==> config.mk <==
export PLATFORM = sky130hd
export DESIGN_NAME = laser_host
export DESIGN_NICKNAME = d
export VERILOG_FILES = /design/src/rtl/laser_pkg.sv /design/src/rtl/laser_pt_mem.sv /design/src/rtl/laser_host.sv
export SDC_FILE = /design/constraint.sdc
export NUM_CORES = 2
export LEC_CHECK = 0
export BUFFER_PORTS_ARGS = -buffer_cell sky130_fd_sc_hd__buf_4
export CORE_MARGIN = 2
export CORE_UTILIZATION = 57
export DETAILED_ROUTE_END_ITERATION = 8
export PLACE_DENSITY = 0.73
export SYNTH_ARGS = -nofsm -noshare
export SYNTH_HDL_FRONTEND = slang
export SYNTH_SLANG_ARGS = --single-unit
export TNS_END_PERCENT = 30
==> constraint.sdc <==
create_clock -name clk -period 16 [get_ports clk]
set_input_delay 2.4 -clock clk [delete_from_list [all_inputs] [get_ports clk]]
set_output_delay 2.4 -clock clk [all_outputs]
set_load 0.1 [all_outputs]
==> src/rtl/laser_pkg.sv <==
// Shared types and geometry helper for the LASER point-stream interface.
// Imported by the host, its point memory and any LASER-side models.
package laser_pkg;
    localparam int COORD_W      = 4;
    localparam int LASER_NUM_PT = 40;

    typedef struct packed {
        logic [COORD_W-1:0] x;
        logic [COORD_W-1:0] y;
    } cord_t;

    typedef enum logic [2:0] {
        ST_IDLE,
        ST_KICK,
        ST_SEND,
        ST_WAIT,
        ST_SCORE,
        ST_REPORT
    } state_t;

    // True when p lies on or inside the circle of squared radius r2 centred at c.
    function automatic logic in_circle(input cord_t c, input cord_t p, input logic [8:0] r2);
        logic signed [4:0] dx;
        logic signed [4:0] dy;
        logic signed [7:0] dxe;
        logic signed [7:0] dye;
        logic [7:0]        sx;
        logic [7:0]        sy;
        logic [8:0]        sum;
        dx  = $signed({1'b0, c.x}) - $signed({1'b0, p.x});
        dy  = $signed({1'b0, c.y}) - $signed({1'b0, p.y});
        dxe = 8'(dx);
        dye = 8'(dy);
        sx  = dxe * dxe;
        sy  = dye * dye;
        sum = {1'b0, sx} + {1'b0, sy};
        return sum <= r2;
    endfunction
endpackage

==> src/rtl/laser_pt_mem.sv <==
// Point memory for the LASER host: one synchronous write port, one
// combinational read port, entry index = img*NUM_PT + pt.
module laser_pt_mem
    import laser_pkg::*;
#(
    parameter int DEPTH = 240,
    parameter int AW    = 8
) (
    input  logic          clk,
    input  logic          we,
    input  logic [AW-1:0] waddr,
    input  cord_t         wdata,
    input  logic [AW-1:0] raddr,
    output cord_t         rdata
);
    cord_t mem [DEPTH];

    // NOTE: the array has no reset; host-loaded points must survive rst_n and need no reset fan-out.
    always_ff @(posedge clk) begin
        if (we) begin
            mem[waddr] <= wdata;
        end
    end

    assign rdata = mem[raddr];
endmodule

==> src/rtl/laser_host.sv <==
// Host/driver for the LASER core: restarts it per image, streams the points,
// captures the two circle centres and scores how many points they cover.
module laser_host
    import laser_pkg::*;
#(
    parameter int NUM_IMG = 6,
    parameter int NUM_PT  = LASER_NUM_PT,
    parameter int RADIUS2 = 16,
    parameter int TIMEOUT = 4096
) (
    input  logic                              clk,
    input  logic                              rst_n,
    input  logic                              wr_en,
    input  logic [$clog2(NUM_IMG*NUM_PT)-1:0] wr_addr,
    input  logic [7:0]                        wr_data,
    input  logic                              start,
    output logic                              busy,
    output logic                              l_rst,
    output logic [3:0]                        l_x,
    output logic [3:0]                        l_y,
    input  logic [3:0]                        l_c1x,
    input  logic [3:0]                        l_c1y,
    input  logic [3:0]                        l_c2x,
    input  logic [3:0]                        l_c2y,
    input  logic                              l_done,
    output logic                              res_valid,
    output logic [$clog2(NUM_IMG)-1:0]        res_img,
    output logic [7:0]                        res_c1,
    output logic [7:0]                        res_c2,
    output logic [5:0]                        res_cover,
    output logic                              res_to,
    output logic                              all_done
);
    localparam int         DEPTH = NUM_IMG * NUM_PT;
    localparam int         AW    = $clog2(DEPTH);
    localparam int         IW    = $clog2(NUM_IMG);
    localparam int         PW    = $clog2(NUM_PT);
    localparam int         TW    = $clog2(TIMEOUT);
    localparam logic [8:0] R2    = 9'(RADIUS2);

    state_t        state_q, state_d;
    logic [IW-1:0] img_q, img_d;
    logic [AW-1:0] base_q, base_d;
    logic [PW-1:0] pt_q, pt_d;
    logic [TW-1:0] to_q, to_d;
    cord_t         c1_q, c1_d;
    cord_t         c2_q, c2_d;
    logic [5:0]    cover_q, cover_d;

    logic          busy_q, busy_d;
    logic          l_rst_q, l_rst_d;
    cord_t         l_xy_q, l_xy_d;
    logic          res_valid_q, res_valid_d;
    logic [IW-1:0] res_img_q, res_img_d;
    cord_t         res_c1_q, res_c1_d;
    cord_t         res_c2_q, res_c2_d;
    logic [5:0]    res_cover_q, res_cover_d;
    logic          res_to_q, res_to_d;
    logic          all_done_q, all_done_d;

    logic          idle_ready;
    logic          mem_we;
    logic [PW-1:0] rd_pt;
    logic [AW-1:0] rd_addr;
    cord_t         rd_data;
    logic          covered;

    // Host writes and START are only honoured once the ALL_DONE cycle has passed.
    assign idle_ready = (state_q == ST_IDLE) && !busy_q;
    assign mem_we     = wr_en && idle_ready && ({1'b0, wr_addr} < (AW + 1)'(DEPTH));

    // SEND presents the next point so it is registered onto l_x/l_y in time.
    always_comb begin
        rd_pt = '0;
        if (state_q == ST_SEND && pt_q != PW'(NUM_PT - 1)) begin
            rd_pt = pt_q + PW'(1);
        end else if (state_q == ST_SCORE) begin
            rd_pt = pt_q;
        end
    end

    assign rd_addr = base_q + AW'(rd_pt);
    assign covered = in_circle(c1_q, rd_data, R2) || in_circle(c2_q, rd_data, R2);

    laser_pt_mem #(
        .DEPTH (DEPTH),
        .AW    (AW)
    ) u_mem (
        .clk   (clk),
        .we    (mem_we),
        .waddr (wr_addr),
        .wdata (wr_data),
        .raddr (rd_addr),
        .rdata (rd_data)
    );

    // NOTE: every signal written here gets a default first, so no path can infer a latch.
    always_comb begin
        state_d     = state_q;
        img_d       = img_q;
        base_d      = base_q;
        pt_d        = pt_q;
        to_d        = to_q;
        c1_d        = c1_q;
        c2_d        = c2_q;
        cover_d     = cover_q;
        l_xy_d      = '0;
        res_valid_d = 1'b0;
        res_img_d   = res_img_q;
        res_c1_d    = res_c1_q;
        res_c2_d    = res_c2_q;
        res_cover_d = res_cover_q;
        res_to_d    = res_to_q;
        all_done_d  = 1'b0;

        unique case (state_q)
            ST_IDLE: begin
                if (idle_ready && start) begin
                    state_d = ST_KICK;
                    img_d   = '0;
                    base_d  = '0;
                end
            end
            ST_KICK: begin
                state_d = ST_SEND;
                pt_d    = '0;
                l_xy_d  = rd_data;
            end
            ST_SEND: begin
                if (pt_q == PW'(NUM_PT - 1)) begin
                    state_d = ST_WAIT;
                    to_d    = '0;
                end else begin
                    pt_d   = pt_q + PW'(1);
                    l_xy_d = rd_data;
                end
            end
            ST_WAIT: begin
                if (l_done) begin
                    state_d = ST_SCORE;
                    c1_d    = {l_c1x, l_c1y};
                    c2_d    = {l_c2x, l_c2y};
                    pt_d    = '0;
                    cover_d = '0;
                end else if (to_q == TW'(TIMEOUT - 1)) begin
                    state_d     = ST_REPORT;
                    res_valid_d = 1'b1;
                    res_img_d   = img_q;
                    res_c1_d    = '0;
                    res_c2_d    = '0;
                    res_cover_d = '0;
                    res_to_d    = 1'b1;
                end else begin
                    to_d = to_q + TW'(1);
                end
            end
            ST_SCORE: begin
                cover_d = cover_q + 6'(covered);
                if (pt_q == PW'(NUM_PT - 1)) begin
                    state_d     = ST_REPORT;
                    res_valid_d = 1'b1;
                    res_img_d   = img_q;
                    res_c1_d    = c1_q;
                    res_c2_d    = c2_q;
                    res_cover_d = cover_d;
                    res_to_d    = 1'b0;
                end else begin
                    pt_d = pt_q + PW'(1);
                end
            end
            ST_REPORT: begin
                if (img_q == IW'(NUM_IMG - 1)) begin
                    state_d    = ST_IDLE;
                    all_done_d = 1'b1;
                end else begin
                    state_d = ST_KICK;
                    img_d   = img_q + IW'(1);
                    base_d  = base_q + AW'(NUM_PT);
                end
            end
            default: state_d = ST_IDLE;
        endcase

        busy_d  = (state_d != ST_IDLE) || all_done_d;
        l_rst_d = (state_d == ST_IDLE) || (state_d == ST_KICK);
    end

    // NOTE: state is updated with non-blocking assignments so every register samples pre-edge values.
    always_ff @(posedge clk or negedge rst_n) begin
        if (!rst_n) begin
            state_q     <= ST_IDLE;
            img_q       <= '0;
            base_q      <= '0;
            pt_q        <= '0;
            to_q        <= '0;
            c1_q        <= '0;
            c2_q        <= '0;
            cover_q     <= '0;
            busy_q      <= 1'b0;
            l_rst_q     <= 1'b1;
            l_xy_q      <= '0;
            res_valid_q <= 1'b0;
            res_img_q   <= '0;
            res_c1_q    <= '0;
            res_c2_q    <= '0;
            res_cover_q <= '0;
            res_to_q    <= 1'b0;
            all_done_q  <= 1'b0;
        end else begin
            state_q     <= state_d;
            img_q       <= img_d;
            base_q      <= base_d;
            pt_q        <= pt_d;
            to_q        <= to_d;
            c1_q        <= c1_d;
            c2_q        <= c2_d;
            cover_q     <= cover_d;
            busy_q      <= busy_d;
            l_rst_q     <= l_rst_d;
            l_xy_q      <= l_xy_d;
            res_valid_q <= res_valid_d;
            res_img_q   <= res_img_d;
            res_c1_q    <= res_c1_d;
            res_c2_q    <= res_c2_d;
            res_cover_q <= res_cover_d;
            res_to_q    <= res_to_d;
            all_done_q  <= all_done_d;
        end
    end

    assign busy      = busy_q;
    assign l_rst     = l_rst_q;
    assign l_x       = l_xy_q.x;
    assign l_y       = l_xy_q.y;
    assign res_valid = res_valid_q;
    assign res_img   = res_img_q;
    assign res_c1    = res_c1_q;
    assign res_c2    = res_c2_q;
    assign res_cover = res_cover_q;
    assign res_to    = res_to_q;
    assign all_done  = all_done_q;
endmodule
==> Word-level counts from Yosys, hierarchy flattened <==
Memories as Yosys holds them, arrays and structs flattened.
Cells that the tools add are included.
{ "word_totals": {"mem_bits_rw": 1920, "register_bits": 92, "inputBits": 37, "out_inout_bits": 38, "mem_count": 1, "elab_cells": 136} }
{ "classes": {"addsub": 12, "n_eq_ne": 19, "n_reduce_logical": 23, "n_mul": 4, "mux": 51, "n_lt_le_gt_ge": 3} }
{ "mem_list": {"columns": ["name", "depth", "width", "read_ports", "rd_ports_with_merged_regs", "write_ports", "line_no", "rtl"], "rows": [
  ["u_mem.mem", 240, 8, 1, 0, 1, "laser_pt_mem.sv:16", "cord_t mem [DEPTH];"]
]} }
{ "op_table": {"columns": ["cell", "count"], "rows": [
  ["8-bit one-hot mux with 2 select lines", 4],
  ["8-bit 2-to-1 mux", 7],
  ["6-bit 2-to-1 mux", 7],
  ["12-bit 2-to-1 mux", 3],
  ["5-bit by 5-bit multiplier with 8-bit output", 4],
  ["3-bit 2-to-1 mux", 10],
  ["12-bit one-hot mux with 2 select lines", 1],
  ["6-bit one-hot mux with 2 select lines", 2],
  ["4-bit by 4-bit subtractor with 5-bit output", 4],
  ["8-bit by 8-bit adder with 9-bit output", 2],
  ["9-bit by 5-bit <= comparator with 1-bit output (second input constant)", 2],
  ["3-bit one-hot mux with 6 select lines", 1],
  ["6-bit one-hot mux with 3 select lines", 1],
  ["12-bit by 1-bit adder with 12-bit output (second input constant)", 1],
  ["12-bit == test (second input constant)", 1],
  ["2-bit inequality test (second input constant)", 6],
  ["3-bit one-hot mux with 2 select lines", 2],
  ["1-bit 2-to-1 mux", 11],
  ["3-bit == test (second input constant)", 3],
  ["8-bit by 6-bit adder with 8-bit output", 1],
  ["8-bit by 6-bit adder with 8-bit output (second input constant)", 1],
  ["8-bit < comparator (second input constant)", 1],
  ["4-bit AND reduction", 2],
  ["6-bit by 1-bit adder with 6-bit output", 1],
  ["17 further kinds", 34]
]} }

==> Longest topological paths before layout <==
An unclocked memory read counts as a cell.
{ "depth": {"word_depth": 13, "mapped_depth": 48, "mapped_depth_nobuf": 45} }

==> By module <==
A second synthesis with hierarchy kept.
{ "hier_totals": {"hier_cells": 4184, "hier_area_um2": 82322.7} }
{ "by_module_without_submodules": {"columns": ["mod", "cells_each", "n_inst", "seq_area_each_um2", "area_per_inst_um2"], "rows": [
  ["laser_pt_mem", 3473, 1, 57655.3, 75153.3],
  ["laser_host", 711, 1, 2228.4, 7169.4]
]} }

==> Worst setup path before layout <==
No wires, ideal clock.
{ "synth_timing": {"path_type": "flip-flop to flip-flop", "start": "register pt_q[0]", "end": "register res_cover_q[5], in the netlist res_cover[5]", "setup_time_ns": 0.069, "period_less_slack_ns": 9.988, "path_buffers": 2, "required_ns": 15.931, "setup_slack_ns": 6.012, "stages_incl_launch_ff": 39, "t_arrival_ns": 9.919, "path_cell_list": "dfrtp_1 -> ha_1 -> and4bb_2 -> nand2_1 -> nand2_1 -> o21ai_0 -> a22o_1 -> ha_1 -> a21oi_1 -> xnor2_1 -> clkbuf_1 -> clkbuf_1 -> mux4_2 -> mux4_2 -> a31oi_1 -> nand4_1 -> nor2b_1 -> ha_1 -> (+3 left out) -> fa_1 -> inv_1 -> fa_1 -> inv_1 -> fa_1 -> inv_1 -> a21o_1 -> a21oi_1 -> xnor2_1 -> xnor2_1 -> ha_1 -> or4_1 -> o41ai_1 -> ha_1 -> nand3_1 -> or3_1 -> a21oi_1 -> mux2_2"} }
{ "synth_between": {"elab_chain_cells": 13, "word_cells_on_any_way": 26, "cone_classes": "9 x add/sub; 4 x mul; 2 x order compare; 3 x eq/ne; 4 x mux; 3 x reduce/logical; 1 x memory"} }
{ "synth_lines": {"columns": ["item", "line_no", "rtl"], "rows": [
  ["start: declaration", "laser_host.sv:44", "logic [PW-1:0] pt_q, pt_d;"],
  ["start signal: assignment", "laser_host.sv:213", "pt_q <= pt_d;"],
  ["branches (longest 13 deep; another with 8-bit by 8-bit adder with 9-bit output)", null, null],
  ["end signal: assignment", "laser_host.sv:225", "res_cover_q <= res_cover_d;"],
  ["end: declaration", "laser_host.sv:57", "logic [5:0] res_cover_q, res_cover_d;"]
]} }
Parallel ways; which one is timed is not known. The select of a mux whose other input is x is not followed.
A chain may end at the register's enable or synchronous reset.

==> Worst setup path after layout <==
Ends and elaborated chain as after synthesis.

==> reports/qor.txt <==
Status: finished with violations
Failing checks: capacitance limit, slew limit
Routability cong.: 0.942
Hold Fails Final Rpt: 0
# rows: 140
Syn nets: 5,310
Number of cells produced by synthesis: 5,158
Cell taking the most area after synthesis: edfxtp_1
Port bufs: 74
Share of post-route cells with drive strength above 1: 14.2%
Post-CTS setup repair buffer count: 0
Global-route wire length before repair: 342,000 um
Worst Path Max Fanout: 31
IO Pins: 75
Grt ovf: 0
Worst slew pin tran: 1.58 ns
Post-synth top flop: edfxtp_1
GR Layer Usage met2: 47.3%
Number of antenna-violating nets in the routed design: 0
Synthesized area per cell: 16.1 um^2
Pins Over Slew Limit: 3
M3 GR Usage: 9.64%
H-tree levels: 4
Num CTS Buffers: 192
Via-per-instance ratio: 6.84
FF+latch count, synth: 2,009
Fin Clk Skew: 0.0310 ns
DIE WIDTH: 386 um
Starting Density: 57.3%
CP peak stage delay: 0.80 ns
Resized cells post-CTS: 0
Nature of the critical path startpoint: flip-flop
Area of the core: 145,000 um^2
Clock Tree Buf Depth: 3
Most Used Layer, Global Route: met2
Most frequent cell after synthesis: edfxtp_1
Wire per inst: 32.7 um
GRT Resource Usage Total: 32.2%
Final HPWL DP: 145,000 um
DR pass1 iterations: 8
Fin crit share: 81.4%
Final setup TNS: 0 ns
Worst hold path type: reg2reg
Via Count: 49,887
Antenna violations before repair: 14
WP data arrival: 13.80 ns
Die Height: 386 um
Max-Cap Viols: 2
CP Buf/Inv Count: 5
DRC Markers: 0
Cts hold-fix bufs: 0
Synth area leaders: edfxtp_1 69%, mux4_2 6.4%, nand2_1 2.7%, dfrtp_1 2.6%, mux2i_1 2.4%
Synth cell types: 93
Number of global-route vias before repair: 47,788
Max Fclk: 76.8 MHz
Largest net degree at the start of global routing: 152
Clock Root Buffer: clkbuf_16
Sequential area share after synthesis: 71.9%
EDFF count, synth: 1,920
Top cells by count, synth: 1,920 x edfxtp_1, 601 x nand2_1, 337 x nor2_1
Final Critical Period: 13.02 ns
Crit path max-delay family: simple AND/OR/NAND/NOR gates
CP required: 16.77 ns
Final setup violating endpoints: 0
Clock Latency Late Sink: 0.85 ns
Slowest-stage cell, CP: nand2_1
Crit Path Category: reg2reg
Worst Setup End Kind: flip-flop
Relative slew slack: -7.84%
CTS sink cnt: 2,009
Ys Warns: 0
Initial DRC count: 8,467
Fill cells: 10,055
Most frequent CP cell: fa_1
Area Overhead vs Synth: 10.1%
CTS tree: done
Clock transition at path regs: 0.06 ns
Drt total wl: 239,000 um
Net count, final: 5,372
GRT met1 Usage: 44.2%
Share of the synthesized area in the top cell type: 69.2%
Die area: 149,000 um^2
Synth Cell Area: 83,300 um^2
RSZ-0062 raised after global routing: false
Ys async rst share: 4.43%
-- layout by cell type, fill, tap and decap left out, types with 70 or more instances in the layout --
cell and instances:
nor2_1 326, and3_1 115, buf_4 161, a31oi_1 70
mux4_2 237, mux2i_1 198, a21oi_1 103, inv_1 87
dfrtp_1 88, nand3_1 141, a211oi_1 114, o21ai_0 83
nand2_1 594, edfxtp_1 1920, clkbuf_16 194
-- registers in the layout (all words and copies together) (netlist names), 4 cells and up --
signal	count
to_q	12
l_y	4
c2_q	8
base_q	5
cover_q	6
res_c2	8
res_c1	8
u_mem.mem	1920
pt_q	6
c1_q	8
res_cover	6
l_x	4
-- kinds of logic after synthesis --
logic type	Yosys count	synth area share [%]
DFF	2009	71.9
and+or+nand+nor	1374	7.40
AOI/OAI and AO/OA	736	6.32
muxes	467	9.22
buffers and inverters	399	2.39
adders and majority gates	115	2.14
xor gates and xnor gates	57	0.600
other	1	0.00450
-- worst reg2reg max path, delay by kind of cell, from the launching register on --
family                     cells  cell delay [ns]
and+or+nand+nor               12             3.92
adders and majority gates     10             3.83
AOI/OAI and AO/OA             11             2.67
buffers and inverters          5             1.53
DFF                            1             0.55
xor gates and xnor gates       2             0.32
muxes                          1             0.18
-- cell type report --
cell class                      instances  area (um^2)  area share (%)
Timing Repair Buffer                  176         1450            1.58
Antenna cell                            2         5.00         0.00546
Tap cell                             1917         2400            2.62
Clock inverter                        120         1080            1.18
Inverter                               91          343           0.374
Sequential cell                      2009        59900            65.3
Multi-Input combinational cell       2750        21500            23.5
Clock buffer                          228         5000            5.46
-- final timing paths --
check | cells after the start | from | slack [ns] | end
hold / removal | 2 | cover_q[0] | 0.49 | cover_q[0]
hold reg to reg | 2 | cover_q[0] | 0.49 | cover_q[0]
setup / recovery | 41 | pt_q[0] | 2.98 | res_cover[5]
setup reg to reg | 41 | pt_q[0] | 2.98 | res_cover[5]
min in group asynchronous | 1 | rst_n | 1.42 | to_q[6]
max in group asynchronous | 2 | rst_n | 13.39 | l_x[2]
-- layer usage --
layer  share of wire (%)  wire, um
met4                 5.9     14000
met1                  36     85100
met5               0.058       138
met2                  44    106000
met3                  14     33600
-- stage by stage --
stage / area [um^2] / hold slack, ns / setup slack (ns) / std cells / util, %
after global placement: 85600 / 0.470 / 3.51 / 6943 / 58.9
after global routing: 91700 / 0.513 / 2.71 / 7291 / 63.1
after detailed placement: 85600 / 0.474 / 3.34 / 6943 / 58.9
after CTS: 91700 / 0.489 / 3.31 / 7291 / 63.1
final: 91700 / 0.488 / 2.98 / 7293 / 63.1
after floorplan: 83300 / 0.452 / 6.01 / 5158 / -
Power is not shown: default switching activity piles up to over one toggle a cycle in this logic, so the estimate is an artifact.
